File: src/rtl/mau_pkg.sv
// ============================================================================
// Module      : mau_pkg
// Description : Shared encodings, FSM state type and helpers for the
//               mem_access_unit load/store initiator.
// Revision    : 1.0 - initial release
// ============================================================================
`default_nettype none

package mau_pkg;

    // Access size encodings carried on req_size
    localparam logic [1:0] SIZE_BYTE = 2'b00;
    localparam logic [1:0] SIZE_HALF = 2'b01;
    localparam logic [1:0] SIZE_WORD = 2'b10;
    localparam logic [1:0] SIZE_RSVD = 2'b11;

    // Request sequencing states
    typedef enum logic [1:0] {
        IDLE = 2'd0,
        XFER = 2'd1,
        RESP = 2'd2
    } mau_state_e;

    // Number of memory byte cycles for a given size (0 for the reserved code)
    function automatic logic [2:0] bytes_of_size(input logic [1:0] size);
        case (size)
            SIZE_BYTE: bytes_of_size = 3'd1;
            SIZE_HALF: bytes_of_size = 3'd2;
            SIZE_WORD: bytes_of_size = 3'd4;
            default:   bytes_of_size = 3'd0;
        endcase
    endfunction

endpackage

`default_nettype wire

File: src/rtl/mem_access_unit_if.sv
// ============================================================================
// Module      : mem_access_unit_if
// Description : Request/response handshake and byte-wide memory port bundle
//               of the mem_access_unit. The unit connects through the slave
//               modport; the CPU/memory side uses the master modport.
// Revision    : 1.0 - initial release
// ============================================================================
`default_nettype none

interface mem_access_unit_if #(
    parameter int ADDR_W = 32
);
    logic              req_valid;
    logic              req_ready;
    logic              req_write;
    logic [1:0]        req_size;
    logic              req_signed;
    logic [ADDR_W-1:0] req_address;
    logic [31:0]       req_data_i;
    logic              resp_valid;
    logic [31:0]       resp_data_o;
    logic              resp_misalign;
    logic              mem_en_write;
    logic [ADDR_W-1:0] mem_address;
    logic [7:0]        mem_data_o;
    logic [7:0]        mem_data_i;

    modport slave (
        input  req_valid, req_write, req_size, req_signed, req_address,
               req_data_i, mem_data_i,
        output req_ready, resp_valid, resp_data_o, resp_misalign,
               mem_en_write, mem_address, mem_data_o
    );

    modport master (
        output req_valid, req_write, req_size, req_signed, req_address,
               req_data_i, mem_data_i,
        input  req_ready, resp_valid, resp_data_o, resp_misalign,
               mem_en_write, mem_address, mem_data_o
    );
endinterface

`default_nettype wire

File: src/rtl/mau_byte_pack.sv
// ============================================================================
// Module      : mau_byte_pack
// Description : Combinational byte lane logic. Picks the big-endian store
//               byte for a given byte index, and sign/zero-extends the
//               assembled load accumulator to 32 bits.
// Revision    : 1.0 - initial release
// ============================================================================
`default_nettype none

module mau_byte_pack
    import mau_pkg::*;
(
    input  wire logic [31:0] store_data,
    input  wire logic [1:0]  size,
    input  wire logic [1:0]  idx,
    input  wire logic [31:0] acc,
    input  wire logic        load_signed,
    output logic      [7:0]  store_byte,
    output logic      [31:0] load_result
);

    // Byte 0 is the most significant byte of the right-aligned operand
    always_comb begin
        store_byte  = 8'h00;
        load_result = 32'h0;
        case (size)
            SIZE_BYTE: begin
                store_byte  = store_data[7:0];
                load_result = {{24{load_signed & acc[7]}}, acc[7:0]};
            end
            SIZE_HALF: begin
                store_byte  = idx[0] ? store_data[7:0] : store_data[15:8];
                load_result = {{16{load_signed & acc[15]}}, acc[15:0]};
            end
            SIZE_WORD: begin
                case (idx)
                    2'd0:    store_byte = store_data[31:24];
                    2'd1:    store_byte = store_data[23:16];
                    2'd2:    store_byte = store_data[15:8];
                    default: store_byte = store_data[7:0];
                endcase
                load_result = acc;
            end
            default: begin
                store_byte  = 8'h00;
                load_result = 32'h0;
            end
        endcase
    end

endmodule

`default_nettype wire

File: src/rtl/mem_access_unit.sv
// ============================================================================
// Module      : mem_access_unit
// Description : Load/store initiator. Accepts one byte/half/word request at a
//               time and sequences it as big-endian single-byte memory
//               cycles, then returns a one-cycle response pulse.
//               Optional build macro: MAU_MISALIGN_CHECK_EN - when defined,
//               misaligned halfword/word requests are rejected with
//               resp_misalign instead of being performed byte by byte.
// Revision    : 1.0 - initial release
// ============================================================================
`default_nettype none

module mem_access_unit
    import mau_pkg::*;
#(
    parameter int ADDR_W = 32
)(
    input  wire logic          clk,
    input  wire logic          rst_n,
    mem_access_unit_if.slave   bus
);

    mau_state_e        state_q, state_d;
    logic              write_q, write_d;
    logic [1:0]        size_q, size_d;
    logic              signed_q, signed_d;
    logic [31:0]       data_q, data_d;
    logic [1:0]        k_q, k_d;
    logic [31:0]       acc_q, acc_d;
    logic              req_ready_q, req_ready_d;
    logic              resp_valid_q, resp_valid_d;
    logic [31:0]       resp_data_q, resp_data_d;
    logic              resp_misalign_q, resp_misalign_d;
    logic              mem_en_write_q, mem_en_write_d;
    logic [ADDR_W-1:0] mem_address_q, mem_address_d;
    logic [7:0]        mem_data_q, mem_data_d;

    logic              w_accept;
    logic              w_err;
    logic              w_last;
    logic [31:0]       w_acc_shift;
    logic [31:0]       w_pack_data;
    logic [1:0]        w_pack_size;
    logic [1:0]        w_pack_idx;
    logic [7:0]        w_store_byte;
    logic [31:0]       w_load_result;

    assign w_accept    = (state_q == IDLE) && bus.req_valid;
    assign w_acc_shift = {acc_q[23:0], bus.mem_data_i};
    assign w_last      = (k_q == 2'(bytes_of_size(size_q) - 3'd1));

    // Requests that are answered immediately without touching memory
`ifdef MAU_MISALIGN_CHECK_EN
    assign w_err = (bus.req_size == SIZE_RSVD)
                 || ((bus.req_size == SIZE_HALF) && bus.req_address[0])
                 || ((bus.req_size == SIZE_WORD) && (bus.req_address[1:0] != 2'b00));
`else
    assign w_err = (bus.req_size == SIZE_RSVD);
`endif

    // Byte lane select looks one cycle ahead: byte 0 on accept, byte k+1 in XFER
    assign w_pack_data = w_accept ? bus.req_data_i : data_q;
    assign w_pack_size = w_accept ? bus.req_size   : size_q;
    assign w_pack_idx  = w_accept ? 2'd0           : k_q + 2'd1;

    mau_byte_pack u_byte_pack (
        .store_data  (w_pack_data),
        .size        (w_pack_size),
        .idx         (w_pack_idx),
        .acc         (w_acc_shift),
        .load_signed (signed_q),
        .store_byte  (w_store_byte),
        .load_result (w_load_result)
    );

    // Next-state and registered-output computation for the request sequencer
    always_comb begin
        state_d         = state_q;
        write_d         = write_q;
        size_d          = size_q;
        signed_d        = signed_q;
        data_d          = data_q;
        k_d             = k_q;
        acc_d           = acc_q;
        resp_valid_d    = 1'b0;
        resp_data_d     = 32'h0;
        resp_misalign_d = 1'b0;
        mem_en_write_d  = 1'b0;
        mem_address_d   = mem_address_q;
        mem_data_d      = mem_data_q;

        case (state_q)
            IDLE: begin
                if (bus.req_valid) begin
                    write_d  = bus.req_write;
                    size_d   = bus.req_size;
                    signed_d = bus.req_signed;
                    data_d   = bus.req_data_i;
                    k_d      = 2'd0;
                    acc_d    = 32'h0;
                    if (w_err) begin
                        state_d         = RESP;
                        resp_valid_d    = 1'b1;
                        resp_misalign_d = 1'b1;
                    end else begin
                        state_d        = XFER;
                        mem_en_write_d = bus.req_write;
                        mem_address_d  = bus.req_address;
                        if (bus.req_write) begin
                            mem_data_d = w_store_byte;
                        end
                    end
                end
            end
            XFER: begin
                acc_d = w_acc_shift;
                k_d   = k_q + 2'd1;
                if (w_last) begin
                    state_d      = RESP;
                    resp_valid_d = 1'b1;
                    resp_data_d  = write_q ? 32'h0 : w_load_result;
                end else begin
                    mem_en_write_d = write_q;
                    mem_address_d  = mem_address_q + ADDR_W'(1);
                    if (write_q) begin
                        mem_data_d = w_store_byte;
                    end
                end
            end
            RESP: begin
                state_d = IDLE;
            end
            default: begin
                state_d = IDLE;
            end
        endcase

        req_ready_d = (state_d == IDLE);
    end

    // State and output registers with synchronous active-low reset
    always_ff @(posedge clk) begin
        if (!rst_n) begin
            state_q         <= IDLE;
            write_q         <= 1'b0;
            size_q          <= SIZE_BYTE;
            signed_q        <= 1'b0;
            data_q          <= 32'h0;
            k_q             <= 2'd0;
            acc_q           <= 32'h0;
            req_ready_q     <= 1'b1;
            resp_valid_q    <= 1'b0;
            resp_data_q     <= 32'h0;
            resp_misalign_q <= 1'b0;
            mem_en_write_q  <= 1'b0;
            mem_address_q   <= '0;
            mem_data_q      <= 8'h00;
        end else begin
            state_q         <= state_d;
            write_q         <= write_d;
            size_q          <= size_d;
            signed_q        <= signed_d;
            data_q          <= data_d;
            k_q             <= k_d;
            acc_q           <= acc_d;
            req_ready_q     <= req_ready_d;
            resp_valid_q    <= resp_valid_d;
            resp_data_q     <= resp_data_d;
            resp_misalign_q <= resp_misalign_d;
            mem_en_write_q  <= mem_en_write_d;
            mem_address_q   <= mem_address_d;
            mem_data_q      <= mem_data_d;
        end
    end

    assign bus.req_ready     = req_ready_q;
    assign bus.resp_valid    = resp_valid_q;
    assign bus.resp_data_o   = resp_data_q;
    assign bus.resp_misalign = resp_misalign_q;
    assign bus.mem_en_write  = mem_en_write_q;
    assign bus.mem_address   = mem_address_q;
    assign bus.mem_data_o    = mem_data_q;

endmodule

`default_nettype wire

File: src/flat_wrapper.sv
// flat-port wrapper written by rule: the top's interface ports become plain ports
module mem_access_unit_flat import mau_pkg::*;
#(
    parameter int ADDR_W = 32
)
  (clk, rst_n, bus_req_valid, bus_req_write, bus_req_size, bus_req_signed, bus_req_address, bus_req_data_i, bus_mem_data_i, bus_req_ready, bus_resp_valid, bus_resp_data_o, bus_resp_misalign, bus_mem_en_write, bus_mem_address, bus_mem_data_o);
  mem_access_unit_if #(.ADDR_W(ADDR_W)) bus_i ();
  input  wire logic clk;
  input  wire logic rst_n;
  input wire logic [$bits(bus_i.req_valid)-1:0] bus_req_valid;
  input wire logic [$bits(bus_i.req_write)-1:0] bus_req_write;
  input wire logic [$bits(bus_i.req_size)-1:0] bus_req_size;
  input wire logic [$bits(bus_i.req_signed)-1:0] bus_req_signed;
  input wire logic [$bits(bus_i.req_address)-1:0] bus_req_address;
  input wire logic [$bits(bus_i.req_data_i)-1:0] bus_req_data_i;
  input wire logic [$bits(bus_i.mem_data_i)-1:0] bus_mem_data_i;
  output wire logic [$bits(bus_i.req_ready)-1:0] bus_req_ready;
  output wire logic [$bits(bus_i.resp_valid)-1:0] bus_resp_valid;
  output wire logic [$bits(bus_i.resp_data_o)-1:0] bus_resp_data_o;
  output wire logic [$bits(bus_i.resp_misalign)-1:0] bus_resp_misalign;
  output wire logic [$bits(bus_i.mem_en_write)-1:0] bus_mem_en_write;
  output wire logic [$bits(bus_i.mem_address)-1:0] bus_mem_address;
  output wire logic [$bits(bus_i.mem_data_o)-1:0] bus_mem_data_o;
  assign bus_i.req_valid = bus_req_valid;
  assign bus_i.req_write = bus_req_write;
  assign bus_i.req_size = bus_req_size;
  assign bus_i.req_signed = bus_req_signed;
  assign bus_i.req_address = bus_req_address;
  assign bus_i.req_data_i = bus_req_data_i;
  assign bus_i.mem_data_i = bus_mem_data_i;
  assign bus_req_ready = bus_i.req_ready;
  assign bus_resp_valid = bus_i.resp_valid;
  assign bus_resp_data_o = bus_i.resp_data_o;
  assign bus_resp_misalign = bus_i.resp_misalign;
  assign bus_mem_en_write = bus_i.mem_en_write;
  assign bus_mem_address = bus_i.mem_address;
  assign bus_mem_data_o = bus_i.mem_data_o;
  mem_access_unit #(.ADDR_W(ADDR_W)) u_core (.clk(clk), .rst_n(rst_n), .bus(bus_i));
endmodule
File: config.mk
export PLATFORM = sky130hd
export DESIGN_NAME = mem_access_unit_flat
export DESIGN_NICKNAME = d
export VERILOG_FILES = /design/src/rtl/mau_pkg.sv /design/src/rtl/mem_access_unit_if.sv /design/src/rtl/mau_byte_pack.sv /design/src/rtl/mem_access_unit.sv /design/src/flat_wrapper.sv
export SDC_FILE = /design/constraint.sdc
export NUM_CORES = 1
export LEC_CHECK = 0
export CAP_MARGIN = 15
export CORE_MARGIN = 2
export CORE_UTILIZATION = 30
export DETAILED_ROUTE_END_ITERATION = 10
export GPL_TIMING_DRIVEN = 0
export HOLD_SLACK_MARGIN = 0.15
export PLACE_DENSITY_LB_ADDON = 0.15
export SYNTH_ARGS = -nofsm -noshare
export SYNTH_HDL_FRONTEND = slang
export SYNTH_SLANG_ARGS = --single-unit
export TNS_END_PERCENT = 50
File: constraint.sdc
create_clock -name clk -period 1.9 [get_ports clk]
set_input_delay 0.38 -clock clk [delete_from_list [all_inputs] [get_ports clk]]
set_output_delay 0.38 -clock clk [all_outputs]
set_load 0.005 [all_outputs]
* Yosys cells after proc, flatten, opt, wreduce, memory -nomap -nowiden
Index checks and enable logic that the tools add are counted.
** Storage, ports and cells
- Output and inout bits :: 76
- Input bits :: 79
- Register bits after elaboration :: 140
** Cells by class
- Add/subtract/negate cells :: 3
- Reduce and logical (&&, ||, !) cells :: 13
- Muxes and demuxes :: 34
- Eq/ne operators :: 14
- Bitwise operators :: 5
** Operator list (number)
- 2-to-1 mux 32 bit :: 4
- case mux 32 bit (3 select lines) :: 1
- case mux 32 bit (2 select lines) :: 1
- 2-to-1 mux 8 bit :: 6
- case mux 24 bit (2 select lines) :: 1
- case mux 8 bit (3 select lines) :: 2
- adder 32 x 1 -> 32 bit (second input constant) :: 1
- 2-to-1 mux 24 bit :: 1
- case mux 8 bit (2 select lines) :: 1
- 2-to-1 mux 2 bit :: 6
- zero test 2 bit :: 5
- equality test 2 x 1 -> 1 bit (second input constant) :: 4
- equality test 2 bit (second input constant) :: 4
- inequality test 2 bit (second input constant) :: 4
- case mux 2 bit (2 select lines) :: 2
- 2-to-1 mux 1 bit :: 6
- case mux 2 bit (3 select lines) :: 1
- AND reduction 2 bit :: 3
- AND reduction 6 bit :: 1
- case mux 1 bit (2 select lines) :: 2
- AND reduction 4 bit :: 1
- OR reduction 4 bit :: 1
- inverter 1 bit :: 3
- adder 2 x 1 -> 2 bit (second input constant) :: 1
- other kinds (6) :: 7

* Depth between registers and ports, before layout
- Depth in word-level cells :: 10
- Depth in mapped cells :: 8
- Mapped depth without buffers :: 6

* Modules after synthesis
From an unflattened synthesis, not the netlist that was laid out.
** Unflattened totals
- Cells, all modules :: 730
- Area total of the unflattened synthesis :: 6638.9 µm²
** By module, submodules not included
- mem_access_unit :: cells an instance 600, instances 1, seq. area each 2802.7 µm², area each 5799.3 µm²
- mau_byte_pack :: cells an instance 130, instances 1, seq. area each 0.0 µm², area each 839.6 µm²

* Worst setup path before layout
Ideal clock, no wire load.
- Path kind :: register to register
- Start point :: reg u_core.mem_address_q[0], in the netlist u_core.bus.mem_address[0]
- End point :: reg u_core.mem_address_q[24], in the netlist u_core.bus.mem_address[24]
- Path slack :: -116 ps
- Cell stages (with the launch flop) :: 8
- Setup time :: 70 ps
- Arrival :: 1945 ps
- Cells stage by stage :: dfxtp_1 > ha_1 > nand3_2 > or2_2 > buf_2 > or4_4 > o31ai_2 > o2bb2ai_1
** On the way
- Cells in the longest elaborated chain, start to end :: 3
** Ends and longest elaborated chain
- from (decl) :: RTL line mem_access_unit.sv:35 : logic [ADDR_W-1:0] mem_address_q, mem_address_d;
- from (signal assigned) :: RTL line mem_access_unit.sv:171 : mem_address_q <= mem_address_d;
- adder 32 x 1 -> 32 bit :: RTL line mem_access_unit.sv:124 : mem_address_d = mem_address_q + ADDR_W'(1);
- 2-to-1 mux 32 bit :: RTL line mem_access_unit.sv:118 : if (w_last) begin
- case mux 32 bit (2 select lines) :: RTL line mem_access_unit.sv:92 : case (state_q)
Every way passes these cells. The select of a mux whose other input is x is not followed.
A chain may end at the register's enable or synchronous reset.

* Worst setup path in the final report
- Start point :: reg u_core.state_q[0]
- End point :: reg u_core.resp_data_q[23], in the netlist u_core.bus.resp_data_o[23]
** On the way
- Cells in the longest elaborated chain, start to end :: 5
** Ends and longest elaborated chain
- from (decl) :: RTL line mem_access_unit.sv:23 : mau_state_e state_q, state_d;
- from (signal assigned) :: RTL line mem_access_unit.sv:159 : state_q <= state_d;
- zero test 2 bit :: RTL line mem_access_unit.sv:48 : assign w_accept = (state_q == IDLE) && bus.req_valid;
- logical AND 1 bit :: RTL line mem_access_unit.sv:48
- 2-to-1 mux 2 bit :: RTL line mem_access_unit.sv:63 : assign w_pack_size = w_accept ? bus.req_size : size_q;
- equality test 2 bit, or another cell as far along :: RTL line mau_byte_pack.sv:26 : case (size)
- case mux 32 bit (3 select lines) :: RTL line mau_byte_pack.sv:26
- to (signal assigned) :: RTL line mem_access_unit.sv:168 : resp_data_q <= resp_data_d;
- to (decl) :: RTL line mem_access_unit.sv:32 : logic [31:0] resp_data_q, resp_data_d;
Several ways; a longest one is shown, not always the timed one.

==> flow_summary_export.csv <==
group,metric,value,unit
run_status,run_status,"finished with violations",
run_status,failed_checks,"negative setup slack",
placement,gpl.final_weighted_congestion,0.880,
synthesis,synth_edf_count,0,
pwr,netSwitchingFraction,0.300,
clocking,reg_clk_slew_reported_paths,0.06,ns
critical_path,cp_top_family,"simple AND/OR/NAND/NOR gates",
timing,fin_crit_sh,1.03,
pwr,clkPwrFrac,0.404,
clocking,cts_max_level,4,
route,wl_per_cell,18.5,um
timing,final_hold_viol_count,0,
synthesis,netlist.area_leader.share,0.440,
synthesis,synth-warning-count,0,
critical_path,timing.critical_path.buf_inv,3,
clocking,insertion_delay,0.43,ns
cells_and_area,layout-drive-gt1-share,0.229,
timing,setup_repair_after_global_routing_missed_its_margin,"yes",
critical_path,critical_path_sink_type,"register",
route,vias,6610,
pwr,sequential_share_of_power,0.401,
global_route,pin_count_of_the_biggest_net_entering_global_routing,17,
synthesis,synth-async-reset-ratio,0,
cells_and_area,fill_cells,2092,
clocking,numClockSinks,140,
pwr,cell_internal_pwr,5.76,mW
route,drtIter0Drc,508,
synthesis,synthDominantAreaCellType,"sky130_fd_sc_hd__dfxtp_1",
cells_and_area,stdcell_count,1255,
pwr,p_leak,3.43,nW
critical_path,cp.required,2.27,ns
pwr,powerDensity,850,nW/um2
global_route,grt_overflow_total,0,
route,vias_per_cell,5.27,
clocking,cts_buffer_depth,2,
route,drc_errors,0,
synthesis,yosys-top-cells-area,"sky130_fd_sc_hd__dfxtp_1, sky130_fd_sc_hd__a21oi_1, sky130_fd_sc_hd__nand2_1",
synthesis,yosys_register_bits,140,
clocking,cts_hold_buf,0,
clocking,tritoncts,"done",
clocking,tritoncts_buffer_count,17,
timing,max_freq,0.511,GHz
timing,final.setup.worst_slack,-0.0576,ns
timing,finalSetupViolCount,10,
placement,place_ws,-1.19,ns
flow_run,max-cap-violations,0,
critical_path,maximum_fanout_count_along_the_critical_path,5,
floorplan,die_h,150,um
floorplan,placeableCoreArea,21000,um2
placement,dp.final_hpwl,16400,um
route,antenna_violating_nets_post_route,0,
worst_hold_path,instance_count_along_the_most_critical_hold_path,3,
timing,slew_viol_final,0,
synthesis,synth_seq_area_share,0.440,
floorplan,floorplan.io_pins,155,
cells_and_area,area.growth.synth_to_final,52.2,%
worst_hold_path,hold_crit_path_type,"input port to register",
floorplan,initial_utilization,0.304,
critical_path,worst-setup-path-type,"register to register",
cells_and_area,utilization,0.462,
placement,place.port_buffers,153,
synthesis,synthesis.area,6370,um2
timing,timing_worst_slew_pin_value,0.697,ns
timing,slew-limit-headroom,0.535,
floorplan,rows,53,
critical_path,crit_path_top_delay_cell,"sky130_fd_sc_hd__or3b_4",
cells_and_area,final_nets,1047,
critical_path,worst_setup_path_start_kind,"register",
route,drt-pass1-iter-count,5,
pwr,switchingPower,2.47,mW
synthesis,post_synth_num_cell_types,65,
timing,setup_total_neg_slack,-0.451,ns
pwr,power.share.combinational,0.195,
floorplan,die_area,22400,um2
critical_path,timing.critical_path.cells,"or3b_4 -> buf_8 -> nand3_4 -> nand3_2 -> or3_4 -> buf_12 -> buf_16 -> a21oi_2",
global_route,grt_pass1_vias,6309,
critical_path,timing.critical_path.slowest_cell_delay,0.42,ns
clocking,root_buffer,"sky130_fd_sc_hd__clkbuf_16",
cells_and_area,diodes,0,
timing,finClkSkew,0.00679,ns
critical_path,worstRegToRegCells,8,
synthesis,ys.flop_type,"sky130_fd_sc_hd__dfxtp_1",
timing,final_period_minus_worst_setup_slack,1.96,ns
synthesis,syn-mean-instance-area,8.37,um2
critical_path,worstSetupPathDepth,8,
placement,instance_count_after_placement_with_tap_cells_included,1190,
pwr,ir_worst_vdd,0.691,mV
critical_path,timing.critical_path.arrival,2.33,ns
cells_and_area,layout_common_cells,"sky130_fd_sc_hd__clkdlybuf4s50_1, sky130_fd_sc_hd__nand2_1, sky130_fd_sc_hd__dfxtp_1, sky130_fd_sc_hd__a21oi_1, sky130_fd_sc_hd__nor2_1",
global_route,number_of_antenna_violations_at_the_first_check_in_global_routing,0,
floorplan,dieWidth,150,um
route,final_wirelength,23200,um
global_route,grt_pass1_wl,35900,um
synthesis,postSynthNetCount,841,
synthesis,synthCells,761,
global_route,grt_usage,0.209,
cells_and_area,leading_cell_type_in_the_layout_fill_and_taps_excluded,"sky130_fd_sc_hd__clkdlybuf4s50_1",
==> kinds of logic (layout without fill, tap and decap cells) <==
| kind of cell | count (synthesis) | in the layout | synth area share |
|---|---|---|---|
| AOI/OAI and AO/OA | 233 | 233 | 0.234 |
| xor gates and xnor gates | 1 | 1 | 0.00138 |
| adders and majority gates | 1 | 1 | 0.00197 |
| buffers and inverters | 62 | 281 | 0.0480 |
| DFF | 140 | 140 | 0.440 |
| muxes | 23 | 23 | 0.0529 |
| and+or+nand+nor | 301 | 301 | 0.222 |
==> synthesized netlist by cell type (all sizes together), types with 10 or more instances <==
library cell  count
a21oi           108
nor3             19
dfxtp           140
clkbuf           31
mux2i            10
and3             11
a22oi            26
and2             12
nor2             63
buf              29
nand3            32
o21ai            24
nand4            11
a211oi           18
nand2           124
==> layer usage <==
| layer | global-route usage | routed length [um] | vias up |
|---|---|---|---|
| met1 | 0.284 | 10500 | 3160 |
| met3 | 0.0500 | 1440 | 26 |
| met5 | 0 | 0 | - |
| met2 | 0.333 | 10800 | 244 |
| met4 | 0.0547 | 361 | 0 |
| li1 | - | - | 3180 |
==> worst min-delay path, stage by stage <==
cell,delay [ns]
sky130_fd_sc_hd__buf_2,0.17
sky130_fd_sc_hd__o21ai_0,0.09
sky130_fd_sc_hd__a311oi_1,0.05
==> stage by stage <==
stage	total power, mW	instance area (um2)	hold slack [ns]
floorplan	4.02	6390	0.433
global placement	4.72	8260	0.445
detailed placement	4.72	8270	0.448
CTS	8.19	9350	0.294
global route	8.61	9690	0.316
finish	8.23	9690	0.310
==> cell type report <==
type	instances	area (um2)	share of cell area
well taps	275	344	0.0355
multi-input cells	559	3620	0.374
flip-flops and latches	140	2860	0.295
plain buffers	54	377	0.0389
repair buffers	193	1900	0.196
clock buffers	18	429	0.0443
clock inverters	14	149	0.0154
inverters	2	7.51	0.000775
==> power by group through the flow <==
stage	combinational (mW)	clock (mW)	sequential, mW
after global routing	1.74	3.54	3.32
after global placement	1.37	0	3.35
final	1.61	3.32	3.30
after CTS	1.52	3.38	3.29
after floorplan	0.723	0	3.30
after detailed placement	1.38	0	3.35
==> worst paths after layout <==
| kind | to | slack, ns | startpoint |
|---|---|---|---|
| max | u_core.bus.resp_data_o[23] | -0.06 | u_core.state_q[0] |
| min | u_core.bus.mem_address[29] | 0.31 | rst_n |
| max reg2reg | u_core.bus.resp_data_o[23] | -0.06 | u_core.state_q[0] |
| min reg2reg | u_core.data_q[24] | 0.46 | u_core.data_q[24] |
==> what timing repair did <==
item / CTS / global route
gates cloned: 3 / 0
endpoints found under the setup margin: 132 / 91
buffers inserted: 18 / 18
gates resized for setup: 91 / 72
pin swaps: 9 / 16
==> registers in the layout (all words and copies together) (netlist names), 2 cells and up <==
name / count
u_core.bus.resp_data_o: 32
u_core.acc_q: 24
u_core.size_q: 2
u_core.bus.mem_address: 32
u_core.state_q: 2
u_core.k_q: 2
u_core.bus.mem_data_o: 8
u_core.data_q: 32
Power figures use the tool's default switching activity.
